### config.mk
export PLATFORM = sky130hd
export DESIGN_NAME = resonator_dds_mix_requant
export DESIGN_NICKNAME = d
export VERILOG_FILES = /design/src/rtl/resonator_dds_mix_requant.sv
export SDC_FILE = /design/constraint.sdc
export NUM_CORES = 1
export LEC_CHECK = 0
export BUFFER_PORTS_ARGS = -buffer_cell sky130_fd_sc_hd__buf_2
export CORE_UTILIZATION = 61
export DETAILED_ROUTE_END_ITERATION = 7
export PLACE_DENSITY = 0.85
export SKIP_CTS_REPAIR_TIMING = 1
export SLEW_MARGIN = 40
export SYNTH_ARGS = -nofsm -noshare
export SYNTH_HDL_FRONTEND = slang
export SYNTH_SLANG_ARGS = --single-unit
### constraint.sdc
create_clock -name clk -period 4.75 [get_ports clk]
set_input_delay 0.95 -clock clk [delete_from_list [all_inputs] [get_ports clk]]
set_output_delay 0.95 -clock clk [all_outputs]
set_load 0.005 [all_outputs]
### src/rtl/resonator_dds_mix_requant.sv
// Complex mix of DSP48 partial products (I = rr - ii, Q = ri + ir), half-to-even requantization
// to Q1.15 with saturation, AXI4-Stream output; backpressure stalls the multipliers through mul_ce.
module resonator_dds_mix_requant #(
   parameter int MUL_LATENCY = 2,
   parameter int USER_W      = 8
) (
   input  logic              clk,
   input  logic              reset_n,
   input  logic              s_valid,
   input  logic              s_last,
   input  logic [USER_W-1:0] s_user,
   input  logic [31:0]       pp_rr,
   input  logic [31:0]       pp_ii,
   input  logic [31:0]       pp_ri,
   input  logic [31:0]       pp_ir,
   output logic              mul_ce,
   output logic [31:0]       m_axis_tdata,
   output logic              m_axis_tvalid,
   input  logic              m_axis_tready,
   output logic              m_axis_tlast,
   output logic [USER_W-1:0] m_axis_tuser,
   output logic              sat_flag,
   output logic [15:0]       sat_count,
   input  logic              sat_clear
);

   // Returns {clipped, value}: round half-to-even at bit 15, then clip to the Q1.15 range.
   function automatic logic [16:0] requant(input logic [32:0] sum);
      logic signed [33:0] ext_s;
      logic signed [33:0] bias_s;
      logic signed [33:0] biased_s;
      logic signed [18:0] r_s;
      logic [16:0]        res_s;
      ext_s    = {sum[32], sum};
      bias_s   = {20'd0, 14'h3FFF} + {33'd0, sum[15]};
      biased_s = ext_s + bias_s;
      r_s      = biased_s[33:15];
      if (r_s > 19'sd32767) begin
         res_s = {1'b1, 16'h7FFF};
      end else if (r_s < -19'sd32768) begin
         res_s = {1'b1, 16'h8000};
      end else begin
         res_s = {1'b0, r_s[15:0]};
      end
      return res_s;
   endfunction

   logic                                stall_s;
   logic                                hs_s;
   logic [MUL_LATENCY-1:0]              dl_valid_r;
   logic [MUL_LATENCY-1:0]              dl_last_r;
   logic [MUL_LATENCY-1:0][USER_W-1:0]  dl_user_r;
   logic [MUL_LATENCY:0]                dl_valid_s;
   logic [MUL_LATENCY:0]                dl_last_s;
   logic [MUL_LATENCY:0][USER_W-1:0]    dl_user_s;
   logic                                a_valid_r;
   logic                                a_last_r;
   logic [USER_W-1:0]                   a_user_r;
   logic [32:0]                         a_sum_i_r;
   logic [32:0]                         a_sum_q_r;
   logic [16:0]                         req_i_s;
   logic [16:0]                         req_q_s;

   // Global stall: only a held output sample that downstream refuses blocks the pipe.
   assign stall_s = m_axis_tvalid & ~m_axis_tready;
   assign mul_ce  = ~stall_s;
   assign hs_s    = m_axis_tvalid & m_axis_tready;

   assign dl_valid_s = {dl_valid_r, s_valid};
   assign dl_last_s  = {dl_last_r, s_last};
   assign dl_user_s  = {dl_user_r, s_user};

   // Sideband delay line matching the multiplier pipeline depth.
   always_ff @(posedge clk or negedge reset_n) begin
      if (!reset_n) begin
         dl_valid_r <= '0;
         dl_last_r  <= '0;
         dl_user_r  <= '0;
      end else if (!stall_s) begin
         dl_valid_r <= dl_valid_s[MUL_LATENCY-1:0];
         dl_last_r  <= dl_last_s[MUL_LATENCY-1:0];
         dl_user_r  <= dl_user_s[MUL_LATENCY-1:0];
      end
   end

   // Stage A: full-precision complex mix with sideband.
   always_ff @(posedge clk or negedge reset_n) begin
      if (!reset_n) begin
         a_valid_r <= 1'b0;
         a_last_r  <= 1'b0;
         a_user_r  <= '0;
         a_sum_i_r <= 33'd0;
         a_sum_q_r <= 33'd0;
      end else if (!stall_s) begin
         a_valid_r <= dl_valid_r[MUL_LATENCY-1];
         a_last_r  <= dl_last_r[MUL_LATENCY-1];
         a_user_r  <= dl_user_r[MUL_LATENCY-1];
         a_sum_i_r <= {pp_rr[31], pp_rr} - {pp_ii[31], pp_ii};
         a_sum_q_r <= {pp_ri[31], pp_ri} + {pp_ir[31], pp_ir};
      end
   end

   // Requantize both rails from stage A.
   always_comb begin
      req_i_s = requant(a_sum_i_r);
      req_q_s = requant(a_sum_q_r);
   end

   // Stage B: output register; holds everything while stalled.
   always_ff @(posedge clk or negedge reset_n) begin
      if (!reset_n) begin
         m_axis_tvalid <= 1'b0;
         m_axis_tdata  <= 32'd0;
         m_axis_tlast  <= 1'b0;
         m_axis_tuser  <= '0;
         sat_flag      <= 1'b0;
      end else if (!stall_s) begin
         m_axis_tvalid <= a_valid_r;
         m_axis_tdata  <= {req_q_s[15:0], req_i_s[15:0]};
         m_axis_tlast  <= a_last_r;
         m_axis_tuser  <= a_user_r;
         sat_flag      <= a_valid_r & (req_i_s[16] | req_q_s[16]);
      end
   end

   // Saturation event counter; clear wins over increment, sticks at all-ones.
   always_ff @(posedge clk or negedge reset_n) begin
      if (!reset_n) begin
         sat_count <= 16'd0;
      end else if (sat_clear) begin
         sat_count <= 16'd0;
      end else if (hs_s && sat_flag && (sat_count != 16'hFFFF)) begin
         sat_count <= sat_count + 16'd1;
      end
   end

endmodule

Yosys cells after proc, flatten, opt, wreduce, memory -nomap -nowiden
Index checks and enable logic that the tools add are counted.

Register bits after elaboration: 155. Latch bits: 0. RAM bits: 0. Memory bits (read-only): 0. Bits of input ports: 142. Word-level logic and storage cells: 42. Memories: 0.

$add $sub $neg: 7. Multipliers: 0. Divide/modulo/power cells: 0. Order comparisons: 4. Equality and inequality tests: 1. Shifts and indexed selects: 0. Muxes and demuxes: 6. Bitwise gates (word level): 6. Reductions and logical operators: 3.

Operators by type and width (count): 33-bit by 16-bit adder with 34-bit output (2); 17-bit 2-to-1 mux (4); 19-bit by 16-bit greater-than comparator with 1-bit output (second input constant) (2); 19-bit by 16-bit < comparator with 1-bit output (second input constant) (2); 32-bit by 32-bit adder with 33-bit output (1); 32-bit by 32-bit subtractor with 33-bit output (1); 16-bit 2-to-1 mux (2); 14-bit by 1-bit adder with 15-bit output (first input constant) (2); 16-bit by 1-bit adder with 16-bit output (second input constant) (1); 16-bit != test (second input constant) (1); 1-bit bitwise AND (3); 1-bit logical AND (2); 1-bit NOT (2); 2-bit nonzero test (1); 1-bit bitwise OR (1).

Depth between registers and ports, before layout
Word-level depth: 7. Depth in mapped cells: 13. Depth with buffers taken out: 12.

Worst setup path after synthesis
Ideal clock, no wire load.

Path kind: input -> register. Start: in pp_rr[0]. End: reg a_sum_i_r[28]. Setup time: 0.139 ns. Arrival: 3.262 ns. Path slack: 1.349 ns. Stages on the path: 12. Cell sequence: inv_1 -> ha_1 -> fa_1 -> nor2b_4 -> o31a_1 -> o311a_4 -> o211ai_2 -> a21oi_2 -> or3_4 -> a221oi_2 -> xor2_1 -> a21oi_1.

Longest elaborated chain between the ends: 1.

Ends and longest elaborated chain: from (decl) (RTL line 12) `input logic [31:0] pp_rr,`; 32-bit by 32-bit subtractor with 33-bit output (RTL line 98) `a_sum_i_r <= {pp_rr[31], pp_rr} - {pp_ii[31], pp_ii};`; to (signal assigned) (RTL line 98); to (decl) (RTL line 59) `logic [32:0] a_sum_i_r;`.

No other way between the ends. A chain may end at the register's enable or synchronous reset.

Worst setup path after layout
Start: reg a_sum_i_r[15]. End: reg m_axis_tdata[2].

Longest elaborated chain between the ends: 5. Elaborated cells on any way between the ends: 6. Classes of those cells: add/sub (2); order compare (2); mux (2).

Ends and longest elaborated chain: 14-bit by 1-bit adder with 15-bit output (RTL line 35) `bias_s = {20'd0, 14'h3FFF} + {33'd0, sum[15]};`; 33-bit by 16-bit adder with 34-bit output (*) (RTL line 36) `biased_s = ext_s + bias_s;`; 19-bit by 16-bit < comparator with 1-bit output (RTL line 40) `end else if (r_s < -19'sd32768) begin`; 17-bit 2-to-1 mux (RTL line 40); 17-bit 2-to-1 mux (*) (RTL line 38) `if (r_s > 19'sd32767) begin`; to (signal assigned) (RTL line 119) `m_axis_tdata <= {req_q_s[15:0], req_i_s[15:0]};`; to (decl) (RTL line 17) `output logic [31:0] m_axis_tdata,`.

Mark *: on every way between the ends. The rest lies on a longest branch, timed or not.

==> summary.txt <==
======================================================================================
Number of flip-flops and latches in the synthesized netlist                        155
# port buffers                                                                     201
Proportion of synthesized chip area in sequential cells                          35.9%
Number of endpoints failing setup at the final stage                                 0
Power per standard cell area                                                490 nW/um2
Cell type of the slowest stage on the worst timing path                   sky130_fd_sc_hd__a221o_1
Via count                                                                         9979
Register clock-pin slew on the reported worst setup and hold paths             0.06 ns
Wirelength, routed                                                            25400 um
CTS sink count                                                                     155
RSZ-0062 raised after global routing                                             false
Num rows                                                                            48
Worst path max stage delay                                                     0.59 ns
Via count of the first global-routing pass                                        9482
Synth warn                                                                           0
Top-level port count                                                               202
Hold WC Path Type                                                         flop to flop
Clock tree from TritonCTS                                                          yes
Rel. slew slack                                                                  50.2%
Worst flop-to-flop path endpoint                                          m_axis_tdata[2]
Placeable core area                                                          17300 um2
Layout Utilization                                                               72.9%
Antenna-violating nets left                                                          0
Final Hold Fails                                                                     0
Syn avg cell area                                                             8.40 um2
Total global routing overflow                                                        0
Layout-stage area growth over the synthesis result                               16.8%
DRC viols                                                                            0
Count of flip-flops with a built-in enable after synthesis                           0
Pin slew with the least headroom to its limit                                 0.741 ns
Endpoint required time on the critical path                                    5.02 ns
Post-Syn Area                                                                10800 um2
Number of iterations in the first detailed-routing pass                              5
Cell with the most instances on the worst path                            sky130_fd_sc_hd__o21ai_0
Crit path setup slack, layout                                                  1.09 ns
Critical Path, Cell by Cell                                               inv_1 > ha_1 > a21oi_1 > a21oi_1 > a211oi_1 > a311oi_1 > buf_4 > o21ai_0 > o21ai_0 > a221o_1 > o21ai_0 > a31oi_1
Initial Util                                                                     62.4%
Final net count                                                                   1705
Ranking of synthesized cells by area                                      sky130_fd_sc_hd__dfrtp_1 (36%), sky130_fd_sc_hd__ha_1 (11%), sky130_fd_sc_hd__nand2_1 (7.6%), sky130_fd_sc_hd__nor2_1 (4.5%), sky130_fd_sc_hd__a21oi_1 (4.4%)
Total negative setup slack                                                        0 ns
Via density                                                                       5.85
Final instance count without filler cells                                         1705
Clock Skews                                                                 0.00843 ns
Share of flip-flops with an asynchronous set or reset                             100%
Peak clock frequency supported by timing                                       273 MHz
Leakage power                                                                  6.16 nW
Post-synth cell types                                                               77
Reg2reg setup slack                                                            1.09 ns
Total routing usage reported by global routing                                   29.1%
Final-layout fill cell count                                                      1338
Synth Instances                                                                   1285
Most frequently used cell type in the post-synthesis netlist              sky130_fd_sc_hd__nand2_1
Critical Path Start Type                                                          flop
Num CTS Buffers                                                                     17
Number of levels the H-tree was split into                                           4
Net count of the mapped netlist                                                   1524
Root buffer cell                                                          sky130_fd_sc_hd__clkbuf_16
Die extent in x                                                                 135 um
Fraction of layout cells with a size suffix above 1                              17.8%
End point of the worst hold path                                          m_axis_tuser[3]
Clock latency reported for the late side of the worst-skew pair                0.43 ns
Number of placed instances, taps included                                         1672
Worst-case clock buffer depth                                                        2
Final period util                                                                77.0%
Full die area                                                                18200 um2
Ranking of synthesized cells by instance count                            sky130_fd_sc_hd__nand2_1 (219), sky130_fd_sc_hd__dfrtp_1 (155), sky130_fd_sc_hd__nor2_1 (128)
Largest net degree at the start of global routing                                  179
Largest area contributor in the netlist                                   sky130_fd_sc_hd__dfrtp_1
Final worst hold slack                                                        0.465 ns
Final critical path time including I/O delays and setup                        3.66 ns
First-pass GRT wire length                                                    43000 um
Wirelength per Cell                                                            14.9 um
Type of element capturing the critical path                                       flop
Antenna violations before repair                                                     1
Worst VDD drop                                                                  259 uV
Top cell type's share of synthesized area                                        35.9%
Cell count of the worst hold path                                                    2
Hold Crit Start                                                           m_axis_tuser[3]
Starting DRC count in detailed routing                                             549
Reg-to-reg startpoint                                                     a_sum_i_r[15]
FF-to-FF path depth                                                                 12
Crit path max fanout                                                                16
Setup slack at placement                                                      0.780 ns
Category of the critical setup timing path                                flop to flop
Ys flop type                                                              sky130_fd_sc_hd__dfrtp_1
HPWL after detailed placement                                                 18500 um
Max-cap check violation count                                                        0
Weighted congestion reported at the end of routability-driven placement          0.907
Arrival time worst endpoint                                                    3.93 ns
Result of the run                                                         complete, no violations
Number of max-slew violations in the final report                                    0
Height of the die                                                               135 um
======================================================================================
==> where the power goes <==
| group | switching (mW) | internal, mW | leakage (nW) |
|---|---|---|---|
| Clock | 0.600 | 0.812 | 0.301 |
| Combinational | 1.48 | 1.08 | 4.03 |
| Sequential | 0.394 | 1.81 | 1.82 |
| Total | 2.48 | 3.70 | 6.16 |
==> routing by layer <==
layer  GRT usage, %  vias to the layer above  share of wire (%)
met1           36.6                     4697                 43
met3           3.57                       49                5.0
met5              0                        -                  0
met4           12.5                        0                2.6
li1               -                     4900                  -
met2           50.5                      333                 49
==> stage by stage <==
step,power (mW),instance area (um2)
detailed placement,4.73,12000
global placement,4.60,12000
finish,6.18,12600
CTS,6.19,12600
floorplan,3.98,10800
global route,6.66,12600
==> area by class of cell <==
class                           instances  area (um2)  share of cell area, %
Clock inverter                         14         179                   1.42
Timing Repair Buffer                  208        1080                   8.58
Inverter                               60         228                   1.81
Antenna cell                            1        2.50                 0.0199
Tap cell                              225         282                   2.23
Clock buffer                           18         439                   3.48
Multi-Input combinational cell       1024        6520                   51.7
Sequential cell                       155        3880                   30.8
==> cells in the final DEF, fill, tap and decap left out, types with 17 or more instances in the layout <==
master                        n
sky130_fd_sc_hd__nand2_1    219
sky130_fd_sc_hd__buf_2      200
sky130_fd_sc_hd__dfrtp_1    155
sky130_fd_sc_hd__nor2_1     128
sky130_fd_sc_hd__a21oi_1     95
sky130_fd_sc_hd__ha_1        95
sky130_fd_sc_hd__o21ai_0     71
sky130_fd_sc_hd__inv_1       59
sky130_fd_sc_hd__xnor2_1     50
sky130_fd_sc_hd__xor2_1      41
sky130_fd_sc_hd__a21o_1      37
sky130_fd_sc_hd__nand3_1     33
sky130_fd_sc_hd__a31oi_1     19
sky130_fd_sc_hd__nor3_1      17
sky130_fd_sc_hd__clkbuf_16   17
==> state kept, by name (all words and copies together), names as in the netlist, 8 cells and up <==
register      count
a_sum_i_r        33
a_sum_q_r        33
m_axis_tdata     32
dl_user_r        16
sat_count        16
a_user_r          8
m_axis_tuser      8
==> cells by family (layout without fill, tap and decap cells) <==
group / count (synthesis) / count (layout) / synth area share (%)
adders and majority gates: 97 / 97 / 11.4
DFF: 155 / 155 / 35.9
other: 0 / 1 / 0
buffers and inverters: 106 / 300 / 3.80
muxes: 2 / 2 / 0.197
and+or+nand+nor: 491 / 491 / 20.5
AOI/OAI and AO/OA: 343 / 343 / 20.7
xor gates and xnor gates: 91 / 91 / 7.39
==> worst max-delay path by stage <==
| stage | start | end | slack (ns) |
|---|---|---|---|
| global route | a_sum_i_r[15] | m_axis_tdata[2] | 0.78 |
| finish | a_sum_i_r[15] | m_axis_tdata[2] | 1.09 |
| global placement | pp_ri[0] | a_sum_q_r[32] | 0.96 |
| CTS | a_sum_i_r[15] | m_axis_tdata[2] | 1.12 |
| detailed placement | pp_ri[0] | a_sum_q_r[32] | 0.78 |
| floorplan | pp_rr[0] | a_sum_i_r[28] | 1.35 |
==> critical path: cells and delay by family, from the launching register on <==
kind	cells	cell delay (ns)
adder cells (fa/ha/maj)	1	0.35
buffers and inverters	2	0.60
AO/OA/AOI/OAI	9	2.09
flip-flops	1	0.45
Note: power is estimated with default switching activity, not from simulation.
